**src/rtl/mmss_timer_pkg.sv**
```systemverilog
// Shared types, constants and BCD helpers for the mm:ss countdown timer.
// Latency: n/a (declarations only); backpressure: n/a.
package mmss_timer_pkg;

   typedef enum logic [1:0] {
      IDLE  = 2'd0,
      RUN   = 2'd1,
      PAUSE = 2'd2,
      DONE  = 2'd3
   } state_t;

   localparam logic [7:0] BCD_ZERO = 8'h00;
   localparam logic [7:0] SEC_WRAP = 8'h59;

   function automatic logic bcd_ok(input logic [7:0] v);
      return (v[7:4] <= 4'd9) && (v[3:0] <= 4'd9);
   endfunction

   function automatic int bcd_to_int(input logic [7:0] v);
      return 10 * int'(v[7:4]) + int'(v[3:0]);
   endfunction

endpackage

```
**src/rtl/mmss_timer_bcd_pair_dec.sv**
```systemverilog
// Two-digit BCD decrement with borrow chain; 00 with borrow wraps to WRAP.
// Latency: combinational; backpressure: none.
module bcd_pair_dec
   import mmss_timer_pkg::*;
#(
   parameter logic [7:0] WRAP = SEC_WRAP
) (
   input  logic [7:0] val,
   input  logic       borrow_in,
   output logic [7:0] result,
   output logic       borrow_out
);

   always_comb begin
      result     = val;
      borrow_out = 1'b0;
      if (borrow_in) begin
         if (val == BCD_ZERO) begin
            result     = WRAP;
            borrow_out = 1'b1;
         end else if (val[3:0] == 4'd0) begin
            result = {val[7:4] - 4'd1, 4'd9};
         end else begin
            result = {val[7:4], val[3:0] - 4'd1};
         end
      end
   end

endmodule

```
**src/rtl/mmss_timer.sv**
```systemverilog
// BCD mm:ss countdown timer with load/start/pause and one-shot expiry pulse.
// Latency: every output updates on the edge that samples tick/load; no backpressure.
module mmss_timer
   import mmss_timer_pkg::*;
#(
   parameter int MAX_MIN = 59
) (
   input  logic       clk,
   input  logic       reset,
   input  logic       tick,
   input  logic       load,
   input  logic [7:0] set_min,
   input  logic [7:0] set_sec,
   input  logic       start,
   input  logic       pause,
   output logic [7:0] min_bcd,
   output logic [7:0] sec_bcd,
   output logic       running,
   output logic       done,
   output logic       expired,
   output logic       load_err
);

   state_t     state, state_nx;
   logic [7:0] min_nx, sec_nx;
   logic       load_err_nx;

   logic [7:0] sec_dec, min_dec;
   logic       sec_borrow, min_borrow;
   logic       dec_en, dec_ok, dec_zero, count_zero, load_valid;

   assign dec_en = (state == RUN) && tick;

   bcd_pair_dec #(.WRAP(SEC_WRAP)) u_sec_dec (
      .val        (sec_bcd),
      .borrow_in  (dec_en),
      .result     (sec_dec),
      .borrow_out (sec_borrow)
   );

   bcd_pair_dec #(.WRAP(8'h99)) u_min_dec (
      .val        (min_bcd),
      .borrow_in  (sec_borrow),
      .result     (min_dec),
      .borrow_out (min_borrow)
   );

   // A borrow out of the minutes pair means the count was 00:00: hold instead of wrapping.
   assign dec_ok     = dec_en && !min_borrow;
   assign dec_zero   = (min_dec == BCD_ZERO) && (sec_dec == BCD_ZERO);
   assign count_zero = (min_bcd == BCD_ZERO) && (sec_bcd == BCD_ZERO);
   assign load_valid = bcd_ok(set_min) && bcd_ok(set_sec) &&
                       (set_sec[7:4] <= 4'd5) &&
                       (bcd_to_int(set_min) <= MAX_MIN);

   always_comb begin
      state_nx    = state;
      min_nx      = min_bcd;
      sec_nx      = sec_bcd;
      load_err_nx = 1'b0;
      case (state)
         IDLE: begin
            if (load) begin
               if (load_valid) begin
                  min_nx = set_min;
                  sec_nx = set_sec;
               end else begin
                  load_err_nx = 1'b1;
               end
            end else if (start && !count_zero) begin
               state_nx = RUN;
            end
         end
         RUN: begin
            if (dec_ok) begin
               min_nx = min_dec;
               sec_nx = sec_dec;
            end
            if (dec_ok && dec_zero) begin
               state_nx = DONE;
            end else if (pause) begin
               state_nx = PAUSE;
            end
         end
         PAUSE, DONE: begin
            if (load) begin
               if (load_valid) begin
                  min_nx   = set_min;
                  sec_nx   = set_sec;
                  state_nx = IDLE;
               end else begin
                  load_err_nx = 1'b1;
               end
            end else if (state == PAUSE && start && !pause) begin
               state_nx = RUN;
            end
         end
         default: state_nx = IDLE;
      endcase
   end

   always_ff @(posedge clk or negedge reset) begin
      if (!reset) begin
         state    <= IDLE;
         min_bcd  <= BCD_ZERO;
         sec_bcd  <= BCD_ZERO;
         running  <= 1'b0;
         done     <= 1'b0;
         expired  <= 1'b0;
         load_err <= 1'b0;
      end else begin
         state    <= state_nx;
         min_bcd  <= min_nx;
         sec_bcd  <= sec_nx;
         running  <= (state_nx == RUN);
         done     <= (state_nx == DONE);
         expired  <= (state_nx == DONE) && (state != DONE);
         load_err <= load_err_nx;
      end
   end

endmodule

```
**config.mk**
```make
export PLATFORM = sky130hd
export DESIGN_NAME = mmss_timer
export DESIGN_NICKNAME = d
export VERILOG_FILES = /design/src/rtl/mmss_timer_pkg.sv /design/src/rtl/mmss_timer_bcd_pair_dec.sv /design/src/rtl/mmss_timer.sv
export SDC_FILE = /design/constraint.sdc
export NUM_CORES = 1
export LEC_CHECK = 0
export BUFFER_PORTS_ARGS = -buffer_cell sky130_fd_sc_hd__buf_2
export CAP_MARGIN = 10
export CORE_MARGIN = 2
export CORE_UTILIZATION = 29
export CTS_CLUSTER_DIAMETER = 40
export DETAILED_ROUTE_END_ITERATION = 6
export PLACE_DENSITY = 0.55
export SYNTH_ARGS = -nofsm -noshare
export SYNTH_HDL_FRONTEND = slang
export SYNTH_SLANG_ARGS = --single-unit
```
**constraint.sdc**
```tcl
create_clock -name clk -period 3.8 [get_ports clk]
set_input_delay 0.38 -clock clk [delete_from_list [all_inputs] [get_ports clk]]
set_output_delay 0.38 -clock clk [all_outputs]
set_load 0.01 [all_outputs]
```
==> impl_metrics.ini <==
[outcome]
status = complete, no violations

[logic_synthesis]
synthesis.area_um2 = 1820
synth_area_leaders = dfrtp_1 (30%), ha_1 (7.6%), nor2_1 (3.5%), mux2_1 (3.1%), a21oi_1 (3.0%)
ys_seq_elements = 22
synth_edf_count = 0
yosysTopAreaCell = dfrtp_1
ys_async_sr_fraction = 1.00
synthDistinctLibCells = 64
syn-num-nets = 238
synthDominantCellAreaShare = 0.302
seq_area_frac_synth = 0.302
yosys-top-cells-count = dfrtp_1 (22), nor2_1 (17), inv_1 (14), nand2_1 (12)
ys.flop_type = dfrtp_1
yosys_warnings = 0
syn_inst = 203
syn_avg_cell_area_um2 = 8.97
synth_most_common_cell = dfrtp_1

[floorplan]
start_util = 0.304
die_h_um = 83.3
fp-row-count = 28
die_w_um = 83.3
ios = 42
die_area_um2 = 6930
fp.coreArea_um2 = 5990

[worst_setup_path]
critical_path.max_stage_delay_ps = 690
crit_chain = buf_2, ha_1, ha_1, inv_1, fa_1, nor3b_1, a31o_2, nand3_1, a211oi_2, or2_0, mux2_1
cp_max_fo = 13
cp_top_family = simple AND/OR/NAND/NOR gates
path_buf_inv = 2
cp-startpoint = set_min[5]
worstRegToRegCells = 9
cp_slowest_cell = or2_0
required_ps = 3950
r2r_end = sec_bcd[1]
start_kind = input pin
rr_startpoint = min_bcd[0]
critPathCaptureType = register
path_class = in2reg
path_common_cell = ha_1
reg2reg_slack_ps = 900
cp.arrival_ps = 3330

[cells_and_area]
antenna_cells = 0
layout-drive-gt1-share = 0.244
fin_nets = 279
final_cell_area_um2 = 2140
area_growth_pct = 17.7
fillers = 625
instances_no_fill = 317

[sta]
timing.final.crit_share = 0.837
finalWorstSetupSlack_ps = 618
skew_ps = 4.90
finalHoldViolCount = 0
slew_viol_final = 0
slew_headroom = 0.430
worst_pin_slew_ps = 855
tns_ps = 0
rsz0062_at_grt = no
min_period_ps = 3180
fmax_ghz = 0.314
setup_viol = 0

[placed_design]
place_congestion = 0.829
portBuffers = 41
pre_cts_ws_ps = 327
post-dp-hpwl_um = 3930
placedCellCount = 314
place_area_um2 = 2100

[flow_run]
drv_cap = 0

[clock_network]
cts.clk_slew.worst_paths_ps = 80
cts_setup_buffers = 0
hold_buffers = 0
cts_sinks = 22
cts_tree = done
post_cts_resized = 0
cts_made_buffers = 3
root_buffer = clkbuf_8
cts.path.max_buffers = 2
htree_levels = 1
clk_latency_ps = 270

[grt]
grt_usage = 0.144
grt_overflow = 0
grt_pass1_wl_um = 8170
grt_pass1_vias = 1635
grt_max_degree = 23
antenna_found_initial = 0

[detailed_routing]
ant_nets = 0
vias = 1740
wl_per_cell_um = 15.9
routed_wirelength_um = 5050
dr.pass1.iters = 4
vias_per_cell = 5.49
first_iter_violations = 77
drcViolationCount = 0

[hold_path]
hold_class = in2async

[pwr]
power_leakage_nw = 0.933
power_w = 0.00137
power_per_cell_area_nw_per_um2 = 640
ir_drop_uv = 199
==> stage by stage <==
step	util	hold WS, ps
after global routing	0.358	106
after global placement	0.351	392
final	0.358	74.7
after detailed placement	0.351	389
after CTS	0.358	99.6
after floorplan	-	84.4
==> how the worst max path moves through the flow <==
stage | end | slack (ps) | cells after the start
detailed placement | min_bcd[2] | 330 | 11
finish | sec_bcd[1] | 620 | 11
CTS | sec_bcd[1] | 590 | 11
global placement | sec_bcd[0] | 390 | 11
floorplan | sec_bcd[0] | 730 | 12
global route | sec_bcd[1] | 410 | 11
==> layout make-up <==
type | count | area, um2 | area share
multi-input combinational | 159 | 1180 | 0.549
clock buffer | 3 | 41.3 | 0.0193
inverter | 14 | 52.6 | 0.0245
sequential | 22 | 551 | 0.257
timing repair buffer | 44 | 228 | 0.106
tap | 75 | 93.8 | 0.0438
==> worst reg2reg max path: cells and delay by family (launching register included) <==
family | cells | cell delay [ps]
flip-flops | 1 | 380
multiplexers | 1 | 380
AND/OR/NAND/NOR | 5 | 1480
buffers and inverters | 2 | 290
adder cells (fa/ha/maj) | 1 | 250
==> state kept, by name, summed over array words and instances, names as in the netlist <==
| name | count |
|---|---|
| min_bcd | 8 |
| sec_bcd | 8 |
| state | 2 |
| done | 1 |
| expired | 1 |
| load_err | 1 |
| running | 1 |
==> cell usage in the layout, fill, tap and decap left out, drive strengths merged, types with 4 or more instances in the layout <==
cell   netlist  final
a21oi       12     12
buf          4     44
dfrtp       22     22
ha          11     11
inv         14     14
mux2         6      6
mux2i        4      4
nand2       12     12
nand3        9      9
nand4        4      4
nor2        17     17
nor3         5      5
nor3b        6      6
nor4         5      5
o21ai       13     13
o32ai        4      4
==> kinds of logic (layout without fill, tap and decap cells) <==
logic type / count (synthesis) / in the layout / synth area share
xor+xnor: 3 / 3 / 0.0144
mux: 10 / 10 / 0.0591
compound gates: 58 / 58 / 0.230
simple gates: 75 / 75 / 0.245
buf+inv: 22 / 61 / 0.0515
fa+ha+maj: 13 / 13 / 0.0975
flops: 22 / 22 / 0.302
==> power by group <==
part | internal, W | switching (W) | leakage (nW) | total (W)
Combinational | 0.000318 | 0.000407 | 0.646 | 0.000725
Sequential | 0.000340 | 0.000156 | 0.266 | 0.000496
Clock | 0.0000710 | 0.0000798 | 0.0216 | 0.000151
==> per-layer routing <==
metal | up-vias | routed length, um | GRT usage
met5 | - | 0 | 0
met4 | 0 | 58 | 0.0402
met3 | 5 | 254 | 0.0219
met2 | 49 | 2420 | 0.242
met1 | 829 | 2310 | 0.193
li1 | 857 | - | -
Note: power is estimated with default switching activity, not from simulation.
